===== src/rtl/dmac_pkg.sv =====
// Shared DMAC definitions: slave register map, slave FSM encoding and the
// 80-bit descriptor layout exchanged between the slave and the master.
package dmac_pkg;

    localparam logic [7:0] ADDR_START      = 8'h00;
    localparam logic [7:0] ADDR_INT_STATUS = 8'h01;
    localparam logic [7:0] ADDR_INT_ENABLE = 8'h02;
    localparam logic [7:0] ADDR_SRC        = 8'h03;
    localparam logic [7:0] ADDR_DEST       = 8'h04;
    localparam logic [7:0] ADDR_SIZE       = 8'h05;
    localparam logic [7:0] ADDR_FIFO_COUNT = 8'h06;
    localparam logic [7:0] ADDR_STATE      = 8'h07;

    localparam logic [0:0] ST_IDLE = 1'b0;
    localparam logic [0:0] ST_BUSY = 1'b1;

    localparam int DESC_W = 80;

    typedef struct packed {
        logic [31:0] src;
        logic [31:0] dest;
        logic [15:0] size;
    } desc_t;

endpackage


===== src/rtl/dmac_desc_fifo.sv =====
// Descriptor FIFO: power-of-two depth, head entry visible combinationally,
// a push into a full FIFO is accepted only when a pop happens on the same edge.
module dmac_desc_fifo
    import dmac_pkg::*;
#(
    parameter int DEPTH = 4,
    parameter int PW    = $clog2(DEPTH),
    parameter int CW    = $clog2(DEPTH) + 1
) (
    input  logic              clk,
    input  logic              reset,
    input  logic              push,
    input  logic              pop,
    input  logic [DESC_W-1:0] din,
    output logic              full,
    output logic              empty,
    output logic [CW-1:0]     count,
    output logic [DESC_W-1:0] head
);

    logic [DESC_W-1:0] mem_reg [DEPTH];
    logic [PW-1:0]     wr_ptr_reg;
    logic [PW-1:0]     rd_ptr_reg;
    logic [CW-1:0]     count_reg;
    logic              do_push;
    logic              do_pop;

    assign full    = (count_reg == CW'(DEPTH));
    assign empty   = (count_reg == '0);
    assign count   = count_reg;
    assign head    = mem_reg[rd_ptr_reg];
    assign do_pop  = pop & ~empty;
    assign do_push = push & (~full | do_pop);

    generate
        for (genvar gi = 0; gi < DEPTH; gi++) begin : g_entry
            always_ff @(posedge clk or posedge reset) begin
                if (reset) begin
                    mem_reg[gi] <= '0;
                end else if (do_push && wr_ptr_reg == PW'(gi)) begin
                    mem_reg[gi] <= din;
                end
            end
        end
    endgenerate

    // Pointers wrap naturally because DEPTH is a power of two.
    always_ff @(posedge clk or posedge reset) begin
        if (reset) begin
            wr_ptr_reg <= '0;
            rd_ptr_reg <= '0;
            count_reg  <= '0;
        end else begin
            if (do_push) wr_ptr_reg <= wr_ptr_reg + PW'(1);
            if (do_pop)  rd_ptr_reg <= rd_ptr_reg + PW'(1);
            case ({do_push, do_pop})
                2'b10:   count_reg <= count_reg + CW'(1);
                2'b01:   count_reg <= count_reg - CW'(1);
                default: count_reg <= count_reg;
            endcase
        end
    end

endmodule


===== src/rtl/dmac_slave.sv =====
// DMAC slave: bus register file, descriptor queueing towards the DMAC master,
// IDLE/BUSY tracking of the current transfer and done/overflow interrupt.
module dmac_slave
    import dmac_pkg::*;
#(
    parameter int FIFO_DEPTH = 4
) (
    input  logic        clk,
    input  logic        reset,
    input  logic        s_sel,
    input  logic        s_wr,
    input  logic [7:0]  s_addr,
    input  logic [31:0] s_din,
    output logic [31:0] s_dout,
    output logic        desc_valid,
    input  logic        desc_ready,
    output logic [31:0] desc_src,
    output logic [31:0] desc_dest,
    output logic [15:0] desc_size,
    input  logic        op_done,
    output logic        interrupt
);

    localparam int CW = $clog2(FIFO_DEPTH) + 1;

    logic [31:0] src_reg, dest_reg, dout_reg, rd_data;
    logic [15:0] size_reg;
    logic        int_en_reg;
    logic [1:0]  int_status_reg, int_status_next, int_clear;
    logic [0:0]  state_reg, state_next;
    logic        wr_en, rd_en, start_req, fifo_push, fifo_pop;
    logic        fifo_full, fifo_empty, empty_after, done_set, overflow_set;
    logic [CW-1:0] fifo_count;
    desc_t       push_desc, head_desc;

    assign wr_en     = s_sel & s_wr;
    assign rd_en     = s_sel & ~s_wr;
    assign start_req = wr_en & (s_addr == ADDR_START) & s_din[0];
    assign push_desc = '{src: src_reg, dest: dest_reg, size: size_reg};

    assign desc_valid = (state_reg == ST_IDLE) & ~fifo_empty;
    assign fifo_pop   = desc_valid & desc_ready;
    assign fifo_push  = start_req & (size_reg != 16'd0) & (~fifo_full | fifo_pop);
    assign overflow_set = start_req & fifo_full & ~fifo_pop;

    // Occupancy after this edge's pop/push decides whether op_done flags "all done".
    assign empty_after = ((fifo_count == CW'(0)) & ~fifo_push)
                       | ((fifo_count == CW'(1)) & fifo_pop & ~fifo_push);
    assign done_set  = op_done & empty_after;
    assign int_clear = (wr_en && s_addr == ADDR_INT_STATUS) ? s_din[1:0] : 2'b00;
    assign int_status_next = (int_status_reg & ~int_clear) | {overflow_set, done_set};

    assign desc_src  = head_desc.src;
    assign desc_dest = head_desc.dest;
    assign desc_size = head_desc.size;
    assign s_dout    = dout_reg;
    assign interrupt = int_en_reg & (|int_status_reg);

    dmac_desc_fifo #(.DEPTH(FIFO_DEPTH)) u_fifo (
        .clk   (clk),
        .reset (reset),
        .push  (fifo_push),
        .pop   (fifo_pop),
        .din   (push_desc),
        .full  (fifo_full),
        .empty (fifo_empty),
        .count (fifo_count),
        .head  (head_desc)
    );

    always_comb begin
        state_next = state_reg;
        if (state_reg == ST_IDLE && fifo_pop)     state_next = ST_BUSY;
        else if (state_reg == ST_BUSY && op_done) state_next = ST_IDLE;
    end

    always_comb begin
        rd_data = 32'd0;
        case (s_addr)
            ADDR_INT_STATUS: rd_data = {30'd0, int_status_reg};
            ADDR_INT_ENABLE: rd_data = {31'd0, int_en_reg};
            ADDR_SRC:        rd_data = src_reg;
            ADDR_DEST:       rd_data = dest_reg;
            ADDR_SIZE:       rd_data = {16'd0, size_reg};
            ADDR_FIFO_COUNT: rd_data = 32'(fifo_count);
            ADDR_STATE:      rd_data = {31'd0, state_reg == ST_BUSY};
            default:         rd_data = 32'd0;
        endcase
    end

    always_ff @(posedge clk or posedge reset) begin
        if (reset) begin
            src_reg        <= '0;
            dest_reg       <= '0;
            size_reg       <= '0;
            int_en_reg     <= 1'b0;
            int_status_reg <= '0;
            state_reg      <= ST_IDLE;
            dout_reg       <= '0;
        end else begin
            if (wr_en && s_addr == ADDR_SRC)        src_reg    <= s_din;
            if (wr_en && s_addr == ADDR_DEST)       dest_reg   <= s_din;
            if (wr_en && s_addr == ADDR_SIZE)       size_reg   <= s_din[15:0];
            if (wr_en && s_addr == ADDR_INT_ENABLE) int_en_reg <= s_din[0];
            int_status_reg <= int_status_next;
            state_reg      <= state_next;
            dout_reg       <= rd_en ? rd_data : 32'd0;
        end
    end

endmodule


===== config.mk =====
export PLATFORM = sky130hd
export DESIGN_NAME = dmac_slave
export DESIGN_NICKNAME = d
export VERILOG_FILES = /design/src/rtl/dmac_pkg.sv /design/src/rtl/dmac_desc_fifo.sv /design/src/rtl/dmac_slave.sv
export SDC_FILE = /design/constraint.sdc
export NUM_CORES = 1
export LEC_CHECK = 0
export CORE_MARGIN = 3
export CORE_UTILIZATION = 52
export CTS_BUF_LIST = sky130_fd_sc_hd__clkbuf_16
export CTS_CLUSTER_DIAMETER = 60
export CTS_CLUSTER_SIZE = 30
export DETAILED_ROUTE_END_ITERATION = 12
export GPL_TIMING_DRIVEN = 0
export PLACE_DENSITY = 0.76
export SYNTH_ARGS = -nofsm -noshare
export SYNTH_HDL_FRONTEND = slang
export SYNTH_SLANG_ARGS = --single-unit

===== constraint.sdc =====
create_clock -name clk -period 16.05 [get_ports clk]
set_clock_uncertainty 0.2 [all_clocks]
set_input_delay 4.0125 -clock clk [delete_from_list [all_inputs] [get_ports clk]]
set_output_delay 4.0125 -clock clk [all_outputs]
set_load 0.02 [all_outputs]

# [Yosys cells after proc, flatten, opt, wreduce, memory -nomap -nowiden]
# Cells that the tools add are included.
[word_totals] reg_bits=443 input_bits=46 out_inout_bits=114 word_cells=90
[op_classes] add_sub_neg=4 magnitude_cmp=1 n_eq_ne=14 muxes=9 n_bitwise=30 n_reduce_logical=18
[op_table] cell="case mux 32 bit (7 select lines)" count=1
[op_table] cell="binary-select mux 80 bit (select 2 bit)" count=1
[op_table] cell="2-to-1 mux 80 bit" count=2
[op_table] cell="equality test 8 x 3 -> 1 bit, second input constant" count=4
[op_table] cell="2-to-1 mux 32 bit" count=1
[op_table] cell="AND 1 bit" count=17
[op_table] cell="equality test 8 x 2 -> 1 bit, second input constant" count=2
[op_table] cell="nonzero test 16 bit" count=1
[op_table] cell="logical AND 1 bit" count=11
[op_table] cell="equality test 8 x 1 -> 1 bit, second input constant" count=1
[op_table] cell="zero test 8 bit" count=1
[op_table] cell="equality test 2 bit, second input constant" count=3
[op_table] cell="inverter 1 bit" count=6
[op_table] cell="case mux 3 bit (2 select lines)" count=1
[op_table] cell="adder 2 x 1 -> 2 bit, second input constant" count=2
[op_table] cell="equality test 2 x 1 -> 1 bit, second input constant" count=2
[op_table] cell="nonzero test 2 bit" count=2
[op_table] cell="adder 3 x 1 -> 3 bit, second input constant" count=1
[op_table] cell="equality test 3 x 1 -> 1 bit, second input constant" count=1
[op_table] cell="equality test 3 bit, second input constant" count=1
[op_table] cell="greater-or-equal comparator 3 bit, second input constant" count=1
[op_table] cell="zero test 3 bit" count=1
[op_table] cell="inverter 2 -> 3 bit" count=1
[op_table] cell="bitwise OR 1 bit" count=3
[op_table] cell="other kinds (8)" count=9

# [Logic depth before layout (Yosys ltp)]
[depth] depth_word=11 mapped_depth=9 ltp_nobuf=9

# [Modules after synthesis]
# From an unflattened synthesis, not the netlist that was laid out.
[hier_totals] cells_unflattened=1174 area_unflattened_um2=19558.8
[modules_own_cells] mod="dmac_desc_fifo" instances=1 cells_per_inst=823 area_each_um2=14791.7 seq_area_each_um2=8182.8
[modules_own_cells] mod="dmac_slave" instances=1 cells_per_inst=351 area_each_um2=4767.1 seq_area_each_um2=2902.8

# [Worst setup path before layout]
# OpenSTA, ideal clock, no wires.
[synth_timing] kind="reg2out" start="register u_fifo.rd_ptr_reg[1]" end="output port desc_dest[23]" arrival_ps=1936 t_required_ps=11837 setup_slack_ps=9901 stages_incl_launch_ff=5 n_path_buf=3 path_cell_list="dfrtp_1 clkbuf_1 buf_1 clkbuf_1 mux4_2"
[synth_between] elab_chain_len=4
[synth_rtl] element="from (decl)" line_no="dmac_desc_fifo.sv:23" rtl="logic [PW-1:0] rd_ptr_reg;"
[synth_rtl] element="from (signal assigned)" line_no="dmac_desc_fifo.sv:55" rtl="if (do_pop) rd_ptr_reg <= rd_ptr_reg + PW'(1);"
[synth_rtl] element="inverter 2 -> 3 bit (implied by the code)" line_no="dmac_desc_fifo.sv:31" rtl="assign head = mem_reg[rd_ptr_reg];"
[synth_rtl] element="binary-select mux 80 bit (select 2 bit)" line_no="dmac_desc_fifo.sv:31"
[synth_rtl] element="2-to-1 mux 80 bit (implied by the code) (2 in series)" line_no="dmac_desc_fifo.sv:31"
[synth_rtl] element="to (decl)" line_no="dmac_slave.sv:18" rtl="output logic [31:0] desc_dest,"
# No other way between the ends. The select of a mux whose other input is x is not followed.

# [Worst setup path after layout]
[layout_timing] start="register u_fifo.rd_ptr_reg[1]" end="output port desc_size[3]"
[layout_between] elab_chain_len=4
[layout_rtl] element="inverter 2 -> 3 bit (implied by the code)" line_no="dmac_desc_fifo.sv:31"
[layout_rtl] element="binary-select mux 80 bit (select 2 bit)" line_no="dmac_desc_fifo.sv:31"
[layout_rtl] element="2-to-1 mux 80 bit (implied by the code) (2 in series)" line_no="dmac_desc_fifo.sv:31"
[layout_rtl] element="to (decl)" line_no="dmac_slave.sv:19" rtl="output logic [15:0] desc_size,"
# No other way between the ends. The select of a mux whose other input is x is not followed.

==> flow_summary.toml <==
[outcome]
status = "finished clean"

[detailed_routing]
drtAntennaViolNets = 0
drt_iter0_drc = 544
drt-total-wl_mm = 44.1
drt_pass1_iterations = 5
vias = 11000
avgViaCountPerCell = 5.93
wl_per_cell_um = 23.8
post-route-drc-count = 0

[synth]
synth_area_leaders = "dfrtp_1, mux2_2, mux4_2, mux2_1, a22oi_1"
synth_top_area_cell = "dfrtp_1"
synth_cells = 1162
synth.cell_area_sq_um = 18800
synth_seq_area_share = 0.588
synth_seq_cells = 443
synth-main-ff-cell = "dfrtp_1"
yosysWarnings = 0
syn_nets = 1217
synth_top_area_share = 0.588
synth_edf_count = 0
synthArstFlopShare = 1.00
synth_common_cells = "dfrtp_1, mux2_2, mux2_1"
synth_cell_type_count = 38
synth.most_common_cell = "dfrtp_1"
avgSynthCellArea_sq_um = 16.2

[floorplanning]
die-area_sq_um = 38600
start_util = 0.529
rows = 69
io_pins = 160
core_sq_um = 35700
die_h_um = 196
fp.dieW_um = 196

[sta]
maxSlewHeadroom = 0.270
worst_pin_slew_ns = 1.10
hold_viol = 0
drv_slew = 0
clock.fmax_mhz = 119
finalSetupTns_ns = 0
rsz0062_at_grt = "false"
finalSetupViolCount = 0
holdWs_ns = 0.291
finalCritPeriodShare = 0.523
finalCriticalPeriod_ns = 8.39

[critical_path]
required_ns = 11.84
crit_start = "u_fifo.rd_ptr_reg[1]"
path_max_fanout = 10
r2r-start = "size_reg[11]"
cp.arrival_ns = 4.18
ff2ff_path_depth = 5
cp-start-kind = "flop"
critPathCaptureType = "output port"
worstReg2RegEnd = "u_fifo.mem_reg[40]"
crit_type = "flop to output port"
cp-endpoint = "desc_size[3]"
r2r_setup_slack_ns = 12.40

[job]
max_cap_viol_count = 0

[placement]
portBuffers = 158
hpwl_mm = 30.7
gp_congestion = 0.769

[final_layout]
largest_reg_flops = 320
layout-drive-gt1-share = 0.311
n_antenna_cell = 0
synthToLayoutAreaGrowth_pct = 18.0
utilization = 0.624
nets = 1420

[clocking]
cts_max_path_buffers = 3
ctsHoldBuffers = 0
cts_tree = "done"
cts_setup_buffers = 0
clk_pin_slew_ns = 0.08
clkLatencyLatePin_ns = 0.59
cts.sink_count = 443
htreeDepth = 1
root_buffer = "clkbuf_16"
cts_resized = 0
cts_buffers = 30

[pwr]
ir_drop_mv = 0.0927
powerDensity_nw_per_um2 = 101
leakage_uw = 0.0108

[global_routing]
grt_max_degree = 44
grt_pass1_vias = 11700
antenna_found_initial = 0
grt_overflow = 0
grt_pass1_wl_mm = 69.8
grtUsageTotal = 0.232

[worst_hold_path]
hp-class = "flop to flop"
worst min path at each step:
stage | depth (start not counted) | from | endpoint | slack [ns]
floorplan | 1 | u_fifo.mem_reg[110] | u_fifo.mem_reg[110] | 0.26
finish | 1 | u_fifo.mem_reg[251] | u_fifo.mem_reg[251] | 0.29
global placement | 1 | u_fifo.mem_reg[108] | u_fifo.mem_reg[108] | 0.27
detailed placement | 1 | u_fifo.mem_reg[118] | u_fifo.mem_reg[118] | 0.28
CTS | 1 | u_fifo.mem_reg[118] | u_fifo.mem_reg[118] | 0.30
global route | 1 | u_fifo.mem_reg[108] | u_fifo.mem_reg[108] | 0.30
stage by stage:
stage,power (uW),instance area [sq um],setup slack [ns],instances
floorplan,1390,18900,5.85,1162
global placement,1490,21000,3.17,1781
finish,2260,22200,7.66,1849
CTS,2280,22200,7.55,1849
detailed placement,1500,21300,8.21,1794
global route,2350,22200,7.44,1849
layer usage:
metal / share of wire / global-route usage / vias up / wire length [um]
li1: - / - / 4720 / -
met1: 0.45 / 0.337 / 5935 / 19800
met2: 0.48 / 0.377 / 249 / 21000
met3: 0.054 / 0.0386 / 52 / 2360
met4: 0.021 / 0.0489 / 0 / 905
met5: 0 / 0 / - / 0
area by class of cell:
class	count	area [sq um]
Tap cell	461	577
Buffer	72	287
Sequential cell	443	11100
Clock inverter	25	230
Fill cell	2650	13400
Clock buffer	30	751
Multi-Input combinational cell	639	7450
Inverter	8	33.8
Timing Repair Buffer	171	1830
kinds of logic after synthesis:
| family | count (synthesis) | synth area share |
|---|---|---|
| AOI/OAI and AO/OA | 41 | 0.0162 |
| xor gates and xnor gates | 6 | 0.00279 |
| adders and majority gates | 9 | 0.00597 |
| buffers and inverters | 80 | 0.0168 |
| DFF | 443 | 0.588 |
| muxes | 503 | 0.348 |
| and+or+nand+nor | 80 | 0.0216 |
power by group:
part / switching, uW / internal [uW]
sequential: 18.7 / 1130
clock: 421 / 364
combinational: 195 / 129
cells in the final DEF (no fill, tap or decap), types with 9 or more instances in the layout:
cell type / instances
inv_1: 9
ha_1: 9
clkbuf_16: 30
clkbuf_1: 41
nand2_1: 9
buf_2: 13
clkdlybuf4s50_1: 158
mux2_1: 149
nor2_1: 36
dfrtp_1: 443
mux2_2: 267
mux4_2: 81
a22oi_1: 29
buf_1: 18
buf_12: 12
worst max-delay path: stages (launching register included):
cell,delay [ns]
dfrtp_1,0.34
clkbuf_1,0.69
buf_1,0.84
clkbuf_1,0.70
mux4_2,0.44
clkdlybuf4s50_1,0.56
Note: power is estimated with default switching activity, not from simulation.
